### config.mk
export PLATFORM = sky130hd
export DESIGN_NAME = lb_window_ctrl
export DESIGN_NICKNAME = d
export VERILOG_FILES = /design/src/rtl/lb_window_ctrl_pkg.sv /design/src/rtl/lb_window_ctrl_rotator.sv /design/src/rtl/lb_window_ctrl.sv
export SDC_FILE = /design/constraint.sdc
export NUM_CORES = 1
export LEC_CHECK = 0
export CAP_MARGIN = 10
export CORE_ASPECT_RATIO = 1.2
export CORE_MARGIN = 2
export CORE_UTILIZATION = 53
export CTS_BUF_LIST = sky130_fd_sc_hd__clkbuf_4
export CTS_CLUSTER_DIAMETER = 100
export CTS_CLUSTER_SIZE = 25
export DETAILED_ROUTE_END_ITERATION = 7
export DONT_BUFFER_PORTS = 1
export PLACE_DENSITY = 0.79
export REMOVE_ABC_BUFFERS = 1
export SKIP_LAST_GASP = 1
export SYNTH_ARGS = -nofsm -noshare
export SYNTH_HDL_FRONTEND = slang
export SYNTH_SLANG_ARGS = --single-unit
### constraint.sdc
create_clock -name clk -period 2.4 [get_ports clk]
set_clock_uncertainty 0.05 [all_clocks]
set_input_delay 0.12 -clock clk [delete_from_list [all_inputs] [get_ports clk]]
set_output_delay 0.12 -clock clk [all_outputs]
set_load 0.005 [all_outputs]
### src/rtl/lb_window_ctrl_pkg.sv
// Shared definitions for the line-buffer window sequencer: FSM states, buffer geometry
// and the modulo-3 rotation helper.
package lb_window_ctrl_pkg;

    localparam int unsigned PIX_W     = 8;
    localparam int unsigned LB_NUM    = 3;
    localparam int unsigned LB_RD_LAT = 2;
    localparam int unsigned LB_RD_W   = 3 * PIX_W;

    typedef enum logic [2:0] {
        ST_IDLE,
        ST_FILL,
        ST_SCAN_REQ,
        ST_SCAN_W1,
        ST_SCAN_CAP,
        ST_SCAN_OUT
    } state_t;

    function automatic logic [1:0] mod3_inc(input logic [1:0] v);
        return (v == 2'd2) ? 2'd0 : v + 2'd1;
    endfunction

endpackage

### src/rtl/lb_window_ctrl_rotator.sv
// lb_row_rotator: reorders the three line-buffer read words so that the buffer holding the
// oldest row lands in the low slice and the newest row in the high slice.
module lb_row_rotator
    import lb_window_ctrl_pkg::*;
(
    input  logic [1:0]                i_top,
    input  logic [LB_NUM*LB_RD_W-1:0] i_rd_data,
    output logic [LB_NUM*LB_RD_W-1:0] o_win
);

    logic [LB_RD_W-1:0] w_lb0;
    logic [LB_RD_W-1:0] w_lb1;
    logic [LB_RD_W-1:0] w_lb2;

    assign w_lb0 = i_rd_data[0*LB_RD_W +: LB_RD_W];
    assign w_lb1 = i_rd_data[1*LB_RD_W +: LB_RD_W];
    assign w_lb2 = i_rd_data[2*LB_RD_W +: LB_RD_W];

    always_comb begin
        o_win = {w_lb2, w_lb1, w_lb0};
        case (i_top)
            2'd1:    o_win = {w_lb0, w_lb2, w_lb1};
            2'd2:    o_win = {w_lb1, w_lb0, w_lb2};
            default: o_win = {w_lb2, w_lb1, w_lb0};
        endcase
    end

endmodule

### src/rtl/lb_window_ctrl.sv
// lb_window_ctrl: loads image rows into three rotating line buffers and scans each 3-row
// band column by column, emitting 3x3 windows on a valid/ready port.
module lb_window_ctrl
    import lb_window_ctrl_pkg::*;
#(
    parameter int unsigned ROW_W = 100,
    parameter int unsigned IMG_H = 100
) (
    input  logic                      clk,
    input  logic                      rst,
    input  logic                      start,
    input  logic                      s_valid,
    input  logic [31:0]               s_data,
    output logic                      s_ready,
    output logic [LB_NUM-1:0]         lb_wr_en,
    output logic [31:0]               lb_wr_data,
    output logic [LB_NUM-1:0]         lb_rd_en,
    output logic [6:0]                lb_rd_addr,
    input  logic [LB_NUM*LB_RD_W-1:0] lb_rd_data,
    output logic                      win_valid,
    input  logic                      win_ready,
    output logic [LB_NUM*LB_RD_W-1:0] win_data,
    output logic                      busy,
    output logic                      frame_done
);

    localparam int unsigned WORDS     = ROW_W / 4;
    localparam logic [4:0]  LAST_WORD = 5'(WORDS - 1);
    localparam logic [6:0]  LAST_COL  = 7'(ROW_W - 3);
    localparam logic [6:0]  ROWS_ALL  = 7'(IMG_H);
    localparam logic [1:0]  W1_LAST   = 2'(LB_RD_LAT - 2);

    state_t                    r_state;
    state_t                    w_state_nxt;
    logic [6:0]                r_col;
    logic [4:0]                r_word_cnt;
    logic [6:0]                r_rows_in;
    logic [1:0]                r_top;
    logic [1:0]                r_wait;
    logic                      r_rdy_phase;
    logic                      r_win_valid;
    logic [LB_NUM*LB_RD_W-1:0] r_win_data;
    logic                      r_frame_done;

    logic                      w_fill;
    logic                      w_accept;
    logic                      w_row_done;
    logic                      w_wait_done;
    logic [1:0]                w_wsel;
    logic [LB_NUM*LB_RD_W-1:0] w_rot;

    assign w_fill      = (r_state == ST_FILL);
    assign w_accept    = s_ready && s_valid;
    assign w_row_done  = (r_word_cnt == LAST_WORD);
    assign w_wait_done = (r_wait == W1_LAST);
    // First three rows of a frame go to LB0..LB2; afterwards the oldest buffer is refilled.
    assign w_wsel      = (r_rows_in < 7'd3) ? r_rows_in[1:0] : r_top;

    assign s_ready    = w_fill && r_rdy_phase;
    assign lb_wr_en   = w_accept ? (3'b001 << w_wsel) : '0;
    assign lb_wr_data = w_fill ? s_data : '0;
    assign lb_rd_en   = (r_state == ST_SCAN_REQ) ? '1 : '0;
    assign lb_rd_addr = r_col;
    assign win_valid  = r_win_valid;
    assign win_data   = r_win_data;
    assign busy       = (r_state != ST_IDLE);
    assign frame_done = r_frame_done;

    lb_row_rotator u_rotator (
        .i_top     (r_top),
        .i_rd_data (lb_rd_data),
        .o_win     (w_rot)
    );

    always_ff @(posedge clk or negedge rst) begin
        if (!rst) begin
            r_state <= ST_IDLE;
        end else begin
            r_state <= w_state_nxt;
        end
    end

    always_comb begin
        w_state_nxt = r_state;
        case (r_state)
            ST_IDLE: begin
                if (start) begin
                    w_state_nxt = ST_FILL;
                end
            end
            ST_FILL: begin
                if (w_accept && w_row_done && (r_rows_in >= 7'd2)) begin
                    w_state_nxt = ST_SCAN_REQ;
                end
            end
            ST_SCAN_REQ: w_state_nxt = ST_SCAN_W1;
            ST_SCAN_W1: begin
                if (w_wait_done) begin
                    w_state_nxt = ST_SCAN_CAP;
                end
            end
            ST_SCAN_CAP: w_state_nxt = ST_SCAN_OUT;
            ST_SCAN_OUT: begin
                if (win_ready) begin
                    if (r_col < LAST_COL) begin
                        w_state_nxt = ST_SCAN_REQ;
                    end else if (r_rows_in == ROWS_ALL) begin
                        w_state_nxt = ST_IDLE;
                    end else begin
                        w_state_nxt = ST_FILL;
                    end
                end
            end
            default: w_state_nxt = ST_IDLE;
        endcase
    end

    always_ff @(posedge clk or negedge rst) begin
        if (!rst) begin
            r_col        <= '0;
            r_word_cnt   <= '0;
            r_rows_in    <= '0;
            r_top        <= '0;
            r_wait       <= '0;
            r_rdy_phase  <= 1'b0;
            r_win_valid  <= 1'b0;
            r_win_data   <= '0;
            r_frame_done <= 1'b0;
        end else begin
            r_frame_done <= 1'b0;
            case (r_state)
                ST_IDLE: begin
                    if (start) begin
                        r_col       <= '0;
                        r_word_cnt  <= '0;
                        r_rows_in   <= '0;
                        r_top       <= '0;
                        r_rdy_phase <= 1'b1;
                    end
                end
                ST_FILL: begin
                    if (w_accept) begin
                        r_rdy_phase <= 1'b0;
                        if (w_row_done) begin
                            r_word_cnt <= '0;
                            r_rows_in  <= r_rows_in + 7'd1;
                            r_col      <= '0;
                            if (r_rows_in >= 7'd3) begin
                                r_top <= mod3_inc(r_top);
                            end
                        end else begin
                            r_word_cnt <= r_word_cnt + 5'd1;
                        end
                    end else begin
                        r_rdy_phase <= 1'b1;
                    end
                end
                ST_SCAN_REQ: r_wait <= '0;
                ST_SCAN_W1: begin
                    if (!w_wait_done) begin
                        r_wait <= r_wait + 2'd1;
                    end
                end
                ST_SCAN_CAP: begin
                    r_win_data  <= w_rot;
                    r_win_valid <= 1'b1;
                end
                ST_SCAN_OUT: begin
                    if (win_ready) begin
                        r_win_valid <= 1'b0;
                        if (r_col < LAST_COL) begin
                            r_col <= r_col + 7'd1;
                        end else if (r_rows_in == ROWS_ALL) begin
                            r_frame_done <= 1'b1;
                        end else begin
                            r_rdy_phase <= 1'b1;
                        end
                    end
                end
                default: ;
            endcase
        end
    end

endmodule

==> reports/results.ini, run 1 <==
[run]
maxCapViolCount=0

[sta]
hold_viol=0
finalCritPeriodShare_pct=97.3
rsz0062_at_grt=yes
tightest_slew_ps=501
fmax_ghz=0.428
slew_headroom_pct=66.6
maxSlewViolCount=0
fin_crit_ps=2340
timing.final.ws_setup_ps=64.7
setup_viol=0

[detailed_routing]
vias_per_cell=6.32
drtIter0Drc=460
routed_wl_um=17900
drc_errors=0
dr.pass1.iters=5
vias=5775
ant_nets=0
wl_per_cell_um=19.5

[cts]
htree_levels=3
clk_latency_ps=450
clock_path_buffers=2
clockRootBuffer=clkbuf_4
tritoncts.num_buffers=9
clock_sinks=101
cts_tree=yes
clk_pin_slew_ps=160

[worst_setup_path]
critPathMaxFanout=23
crit_top_cell=o21ai_0
start_kind=register
worstPathCellList=inv_1 -> ha_4 -> a22oi_1 -> nand2_1 -> o21ai_0 -> dlygate4sd3_1 -> o21ai_0
setup.worst_path.end_class=register
required_ps=2710
worstSetupStartpoint=r_top[1]$_DFFE_PN0P_
timing.rr.start=r_top[1]$_DFFE_PN0P_
r2r-end=win_data[60]$_DFFE_PN0P_
critical-path-slowest-cell=dlygate4sd3_1
arrival_ps=2640
crit_buf_inv=2
reg2regPathDepth=7
max_stage_delay_ps=580
worst-setup-path-type=reg2reg
critPathTopFamily=buffers and inverters
rrSetupSlack_ps=60

[placed_design]
dpl.cell_count=805
io_buffers=0
place_hpwl_um=11000
gp_congestion=0.895
post-place-ws_ps=335
placed_cell_area_mm2=0.00595

[synthesis]
synth_area_leader_cell=dfrtp_1
synth_seq_cells=101
ys.flop_type=dfrtp_1
yosys.cell_count.top_type=nand2_1
synth_area_mm2=0.00577
async_flop_share_pct=100
synth_edf_count=0
syn_avg_cell_area_um2=8.07
synth_cells=715
yosysWarningCount=0
netlist_top_cells_count=166 x nand2_1, 153 x o21ai_0, 101 x dfrtp_1
yosys.area.top_type_share_pct=43.8
synth_cell_types=49
yosys-top-cells-area=dfrtp_1 44%, o21ai_0 13%, nand2_1 11%, a22oi_1 9.5%, and2_1 4.0%
seq_area_frac_synth_pct=43.8

[min_path]
hold_start=lb_rd_data[11]
holdPathStages=4
hold_path_end=win_data[35]$_DFFE_PN0P_
hold_class=in2reg

[pwr]
p_leak_nw=2.86
ir_drop_v=0.000556
p_per_area_mw_per_mm2=813

[finish]
area_delta_synth_final_pct=23.2
instances_no_fill=914
drive_gt1_share_pct=6.64
nets=898
final_area_mm2=0.00711
n_fill_cell=819

[floorplanning]
start_util_pct=54.6
io_pins=230
rows=41
core_mm2=0.0106
die-area_mm2=0.0117
die_h_um=118
die_w_um=99.3

[global_routing]
grt_pass1_vias=5659
grt_pass1_wl_um=28200
gr-total-overflow=0
gr-usage-all-layers_pct=29.6
antenna_found_initial=0
grt_max_degree=102

[outcome]
outcome=completed

cells by family after synthesis:
group / after synthesis / synth area share, %
adders and majority gates: 10 / 2.17
buffers and inverters: 71 / 4.77
xor gates and xnor gates: 9 / 1.37
muxes: 2 / 0.455
AOI/OAI and AO/OA: 263 / 27.5
DFF: 101 / 43.8
and+or+nand+nor: 259 / 20.0
stage by stage:
stage	power [mW]	TNS (ps)	hold WS [ps]	util, %
after floorplan	3.95	-54000	-226	-
after global placement	4.40	0	-224	56.3
after detailed placement	4.51	0	-224	56.3
after CTS	5.71	0	4.80	66.5
after global routing	6.16	-56.7	25.2	67.2
final	5.78	0	19.8	67.3
worst min-delay path, stage by stage:
cell and delay [ps]:
a22oi_1 60, nand2_1 80, o21ai_0 60, o21ai_0 170
final cells by class:
| class | count | area (um2) | share of cell area, % |
|---|---|---|---|
| multi-input combinational | 543 | 3020 | 42.5 |
| sequential | 101 | 2530 | 35.6 |
| timing repair buffer | 110 | 1180 | 16.5 |
| tap | 129 | 161 | 2.27 |
| clock inverter | 6 | 96.3 | 1.36 |
| clock buffer | 9 | 67.6 | 0.951 |
| inverter | 14 | 52.6 | 0.739 |
| antenna | 2 | 5.00 | 0.0704 |
sequential cells by signal, indices dropped and copies added (netlist names):
name,count
r_top,2
lb_rd_addr,7
win_valid,1
r_state,3
r_wait,2
win_data,72
frame_done,1
r_rows_in,7
r_word_cnt,5
r_rdy_phase,1
layer usage:
metal	GRT usage, %	vias to the layer above	wire length [um]
met1	36.7	2763	6960
met4	13.5	0	637
li1	-	2637	-
met2	48.6	308	8710
met3	6.86	67	1550
met5	0	-	0
where the power goes:
part,switching [mW],leakage [nW],internal [mW],total (mW)
sequential,0.693,1.27,2.35,3.05
combinational,1.01,1.51,0.684,1.70
clock,0.609,0.0845,0.430,1.04
what timing repair did:
| action | CTS | global route |
|---|---|---|
| endpoints found under the hold margin | 183 | 0 |
| setup endpoints to repair | 0 | 15 |
| hold buffers | 89 | 0 |
| gates resized for setup | 0 | 5 |
| setup buffers | 0 | 3 |
worst max path at each step:
stage | end | cells after the start
final | win_data[60]$_DFFE_PN0P_ | 7
after global routing | win_data[60]$_DFFE_PN0P_ | 7
after CTS | win_data[11]$_DFFE_PN0P_ | 7
after detailed placement | lb_rd_addr[0]$_DFFE_PN0P_ | 5
after global placement | lb_rd_addr[0]$_DFFE_PN0P_ | 5
after floorplan | win_data[43]$_DFFE_PN0P_ | 4
cells in the final DEF, fill, tap and decap left out, drive strengths merged, types with 3 or more instances in the layout:
cell,netlist,final
a21oi,11,11
a22oi,73,73
and2,37,37
buf,6,22
clkbuf,51,9
dfrtp,101,101
dlygate4sd3,0,88
ha,10,10
inv,14,16
nand2,166,166
nand3,9,9
nand4,4,4
nor2,21,21
nor3,10,10
o2111ai,3,3
o21ai,155,155
o22ai,3,3
o31ai,4,4
xor2,7,7
(Power assumes the default switching activity.)
==> run 2: changes to the inputs <==
--- a/config.mk
+++ b/config.mk
@@ -7,13 +7,14 @@
 export LEC_CHECK = 0
 export CAP_MARGIN = 10
 export CORE_ASPECT_RATIO = 1.2
-export CORE_MARGIN = 2
+export CORE_MARGIN = 5
 export CORE_UTILIZATION = 53
 export CTS_BUF_LIST = sky130_fd_sc_hd__clkbuf_4
 export CTS_CLUSTER_DIAMETER = 100
 export CTS_CLUSTER_SIZE = 25
 export DETAILED_ROUTE_END_ITERATION = 7
 export DONT_BUFFER_PORTS = 1
+export MAX_ROUTING_LAYER = met4
 export PLACE_DENSITY = 0.79
 export REMOVE_ABC_BUFFERS = 1
 export SKIP_LAST_GASP = 1
==> reports/results.ini, run 2 (synthesis results as in run 1) <==
[outcome]
outcome=completed

[min_path]
hold_start=lb_rd_data[29]
hold_path_end=win_data[5]$_DFFE_PN0P_
holdPathStages=4
hold_class=in2reg

[global_routing]
antenna_found_initial=1
gr-usage-all-layers_pct=29.6
grt_pass1_vias=6055
grt_max_degree=102
grt_pass1_wl_um=31200
gr-total-overflow=0

[finish]
n_fill_cell=737
nets=926
largest_reg_flops=72
utilization_pct=69.7
final_area_mm2=0.00736
regArea_mm2=0.00253
area_delta_synth_final_pct=27.6
multi_input_area_mm2=0.00302
drive_gt1_share_pct=5.91
final_common_cell=nand2_1
final_cell_mix=165 x nand2_1, 150 x o21ai_0, 124 x dlygate4sd3_1, 98 x dfrtp_1, 73 x a22oi_1

[sta]
fin_hold_ws_ps=41.2
timing.final.ws_setup_ps=90.2
slew_headroom_pct=65.3
maxSlewViolCount=0
finalCritPeriodShare_pct=96.2
hold_viol=0
setup_viol=0
fmax_ghz=0.433
fin_crit_ps=2310
tightest_slew_ps=520

[worst_setup_path]
required_ps=2740
arrival_ps=2650
worst-setup-path-type=reg2reg
max_stage_delay_ps=600
setup.worst_path.end_class=register
worstPathCellList=inv_2 -> ha_4 -> buf_12 -> a22oi_1 -> nand2_1 -> o21ai_0 -> dlygate4sd3_1 -> o21ai_0
critical-path-slowest-cell=dlygate4sd3_1
critPathMaxFanout=35
rrSetupSlack_ps=90
start_kind=register
timing.rr.start=r_top[0]$_DFFE_PN0P_
reg2regPathDepth=8
crit_top_cell=o21ai_0
r2r-end=win_data[18]$_DFFE_PN0P_

[cts]
clock_path_buffers=2
clock_sinks=101
cts_tree=yes
clk_pin_slew_ps=180
clockRootBuffer=clkbuf_4
tritoncts.num_buffers=9
htree_levels=3
clk_latency_ps=450

[placed_design]
gp_congestion=0.922
io_buffers=0
place_hpwl_um=11200
placed_cell_area_mm2=0.00586
post-place-ws_ps=329

[pwr]
p_leak_nw=2.94
total_power_mw=5.65
p_per_area_mw_per_mm2=768
ir_drop_v=0.000509

[floorplanning]
die_h_um=124
core_mm2=0.0106
die-area_mm2=0.0131
die_w_um=105
start_util_pct=54.6
rows=41
io_pins=230

[detailed_routing]
ant_nets=0
drtIter0Drc=657
wl_per_cell_um=21.8
vias_per_cell=6.58
drc_errors=0
routed_wl_um=20600
dr.pass1.iters=6
vias=6199

[run]
maxCapViolCount=0

## run 2: cell type report
class / instances / share of cell area, %
Clock buffer: 9 / 0.918
Sequential cell: 101 / 34.4
Multi-Input combinational cell: 543 / 41.0
Antenna cell: 1 / 0.0340
Inverter: 14 / 0.714
Clock inverter: 7 / 0.680
Timing Repair Buffer: 138 / 20.1
Tap cell: 129 / 2.19
## run 2: metrics by stage
stage | instances | TNS [ps]
detailed placement | 795 | 0
floorplan | 658 | -54000
global placement | 795 | 0
CTS | 936 | 0
finish | 942 | 0
global route | 942 | -2.98
## run 2: worst max path at each step
stage / startpoint / end / slack [ps] / depth (start not counted)
6_report: r_top[0]$_DFFE_PN0P_ / win_data[18]$_DFFE_PN0P_ / 90 / 8
5_1_grt: r_top[0]$_DFFE_PN0P_ / win_data[39]$_DFFE_PN0P_ / -3 / 8
4_1_cts: r_top[0]$_DFFE_PN0P_ / win_data[29]$_DFFE_PN0P_ / 60 / 8
3_5_place_dp: lb_rd_addr[2]$_DFFE_PN0P_ / lb_rd_addr[0]$_DFFE_PN0P_ / 330 / 5
3_3_place_gp: lb_rd_addr[2]$_DFFE_PN0P_ / lb_rd_addr[0]$_DFFE_PN0P_ / 380 / 5
2_1_floorplan: r_top[0]$_DFFE_PN0P_ / win_data[43]$_DFFE_PN0P_ / -750 / 4
## run 2: worst max-delay path, delay by kind of cell, from the launching register on
| family | cells | cell delay (ps) |
|---|---|---|
| buffers and inverters | 3 | 950 |
| DFF | 1 | 490 |
| AOI/OAI and AO/OA | 3 | 430 |
| adders and majority gates | 1 | 220 |
| and+or+nand+nor | 1 | 90 |
## run 2: repair_timing
item | in CTS | in global routing
gates resized for setup | 1 | 11
hold buffers | 125 | 0
setup buffers | 0 | 3
gates cloned | 0 | 2
endpoints found under the setup margin | 2 | 48
endpoints found under the hold margin | 180 | 0
pin swaps | 0 | 1
## run 2: report_power, final
part           total [mW]  switching (mW)  internal [mW]
clock               0.822           0.606          0.217
combinational        1.75            1.03          0.716
sequential           3.08           0.730           2.35
## run 2: metal layers
| layer | share of wire [%] | global-route usage [%] |
|---|---|---|
| met1 | 35 | 34.3 |
| met2 | 48 | 46.9 |
| met3 | 13 | 9.18 |
| met4 | 4.4 | 13.2 |
| met5 | 0 | - |
==> run 3: changes to the inputs <==
--- a/config.mk
+++ b/config.mk
@@ -8,14 +8,14 @@
 export CAP_MARGIN = 10
 export CORE_ASPECT_RATIO = 1.2
 export CORE_MARGIN = 5
-export CORE_UTILIZATION = 53
+export CORE_UTILIZATION = 50
 export CTS_BUF_LIST = sky130_fd_sc_hd__clkbuf_4
 export CTS_CLUSTER_DIAMETER = 100
 export CTS_CLUSTER_SIZE = 25
 export DETAILED_ROUTE_END_ITERATION = 7
 export DONT_BUFFER_PORTS = 1
 export MAX_ROUTING_LAYER = met4
-export PLACE_DENSITY = 0.79
+export PLACE_DENSITY = 0.76
 export REMOVE_ABC_BUFFERS = 1
 export SKIP_LAST_GASP = 1
 export SYNTH_ARGS = -nofsm -noshare
==> reports/results.ini, run 3 (synthesis results as in run 1) <==
[cts]
clockRootBuffer=clkbuf_4
tritoncts.num_buffers=9
cts_tree=yes
htree_levels=3
clock_sinks=101
clk_pin_slew_ps=160
clk_latency_ps=450
clock_path_buffers=2

[floorplanning]
core_mm2=0.0115
die_h_um=128
io_pins=230
rows=43
die-area_mm2=0.0138
die_w_um=108
start_util_pct=50.4

[detailed_routing]
vias=5810
wl_per_cell_um=19.4
routed_wl_um=18300
vias_per_cell=6.17
drc_errors=0
dr.pass1.iters=6
drtIter0Drc=404
ant_nets=0

[sta]
setup_viol=0
slew_headroom_pct=65.8
rsz0062_at_grt=yes
tns_ps=0
fin_crit_ps=2330
maxSlewViolCount=0
hold_viol=0
fin_hold_ws_ps=42.7
tightest_slew_ps=514
timing.final.ws_setup_ps=73.3
fmax_ghz=0.430
finalCritPeriodShare_pct=96.9

[placed_design]
post-place-ws_ps=333
gp_congestion=0.883
io_buffers=0
place_hpwl_um=11700

[pwr]
power.internal_mw=3.27
seqPwrFrac_pct=54.5
p_leak_nw=2.84
total_power_mw=5.58
ir_drop_v=0.000519
p_sw_mw=2.31
swShare_pct=41.4
p_comb_share_pct=30.5
clkPwrFrac_pct=15.1
p_per_area_mw_per_mm2=789

[worst_setup_path]
worstPathCellList=inv_1 -> ha_4 -> buf_4 -> nand2_1 -> o21ai_0 -> dlygate4sd3_1 -> o21ai_0
worst-setup-path-type=reg2reg
required_ps=2700
setup.worst_path.end_class=register
arrival_ps=2630
max_stage_delay_ps=610
critPathMaxFanout=13
critical-path-slowest-cell=dlygate4sd3_1
crit_top_cell=o21ai_0
start_kind=register

[finish]
final_cell_mix=165 x nand2_1, 153 x o21ai_0, 98 x dfrtp_1, 86 x dlygate4sd3_1, 73 x a22oi_1
regArea_mm2=0.00253
multi_input_area_mm2=0.00302
final_common_cell=nand2_1
largest_reg_flops=72
diodes=0
nets=900
drive_gt1_share_pct=7.26
area_delta_synth_final_pct=22.4
n_fill_cell=913

[global_routing]
grt_max_degree=102
grt_pass1_vias=5642
grt_pass1_wl_um=27600
gr-total-overflow=0
gr-usage-all-layers_pct=25.7
antenna_found_initial=0

[outcome]
outcome=completed

[run]
maxCapViolCount=0

[min_path]
hold_class=in2reg

-- run 3: cell count changes in the layout (fill, tap and decap cells not counted), moves of 2 or more --
| cell | before | now |
|---|---|---|
| dlygate4sd3_1 | 124 | 86 |
| buf_4 | 4 | 18 |
| o21ai_0 | 150 | 153 |
| o21ai_1 | 5 | 2 |
| clkbuf_16 | 2 | 0 |
| clkinv_2 | 2 | 0 |
| clkinvlp_4 | 3 | 1 |
| inv_1 | 12 | 14 |
| inv_2 | 2 | 0 |
| inv_8 | 0 | 2 |
-- run 3: worst paths after layout --
| check | slack [ps] | depth (start not counted) | start | end |
|---|---|---|---|---|
| worst max register to register | 70 | 7 | r_top[1]$_DFFE_PN0P_ | win_data[16]$_DFFE_PN0P_ |
| max in group asynchronous | 1650 | 2 | rst | r_top[0]$_DFFE_PN0P_ |
| worst max-delay path | 70 | 7 | r_top[1]$_DFFE_PN0P_ | win_data[16]$_DFFE_PN0P_ |
| min in group asynchronous | 190 | 2 | rst | frame_done$_DFF_PN0_ |
| worst min-delay path | 40 | 4 | s_valid | r_rows_in[4]$_DFFE_PN0P_ |
| worst min register to register | 480 | 2 | win_data[53]$_DFFE_PN0P_ | win_data[53]$_DFFE_PN0P_ |
-- run 3: final cells by class --
cell class	instances	area share, %
flip-flops and latches	101	35.8
inverters	14	0.744
clock inverters	6	0.797
repair buffers	112	16.2
multi-input cells	543	42.7
clock buffers	9	0.956
well taps	157	2.78
-- run 3: routing by layer --
metal  GRT usage (%)  vias to the layer above  share of wire, %
li1                -                     2636                 -
met1            28.2                     2711                35
met2            43.4                      400                49
met3            7.61                       63                11
met4            11.2                        0               3.8
met5               -                        -                 0
-- run 3: power groups by stage --
stage / registers, mW / logic, mW / clock network (mW)
finish: 3.04 / 1.70 / 0.840
global route: 3.13 / 1.94 / 0.944
CTS: 3.03 / 1.66 / 0.874
detailed placement: 3.06 / 1.50 / 0
global placement: 3.05 / 1.41 / 0
floorplan: 2.82 / 1.13 / 0
-- run 3: repair_timing --
| item | in CTS | in global routing |
|---|---|---|
| setup endpoints to repair | 0 | 12 |
| hold buffers | 87 | 0 |
| gates resized for setup | 0 | 5 |
| endpoints found under the hold margin | 180 | 0 |
| buffers inserted | 0 | 4 |
-- run 3: critical path: cells and delay by family, from the launching register on --
kind	cells	cell delay [ps]
simple gates	1	60
compound gates	2	360
fa+ha+maj	1	300
flops	1	480
buf+inv	3	980
-- run 3: per-stage QoR --
stage	utilization (%)	area, um2	cells
2_1_floorplan	-	5550	658
3_3_place_gp	52.2	5980	836
3_5_place_dp	52.2	5980	836
4_1_cts	61.0	7000	938
5_1_grt	61.6	7060	942
6_report	61.6	7060	942
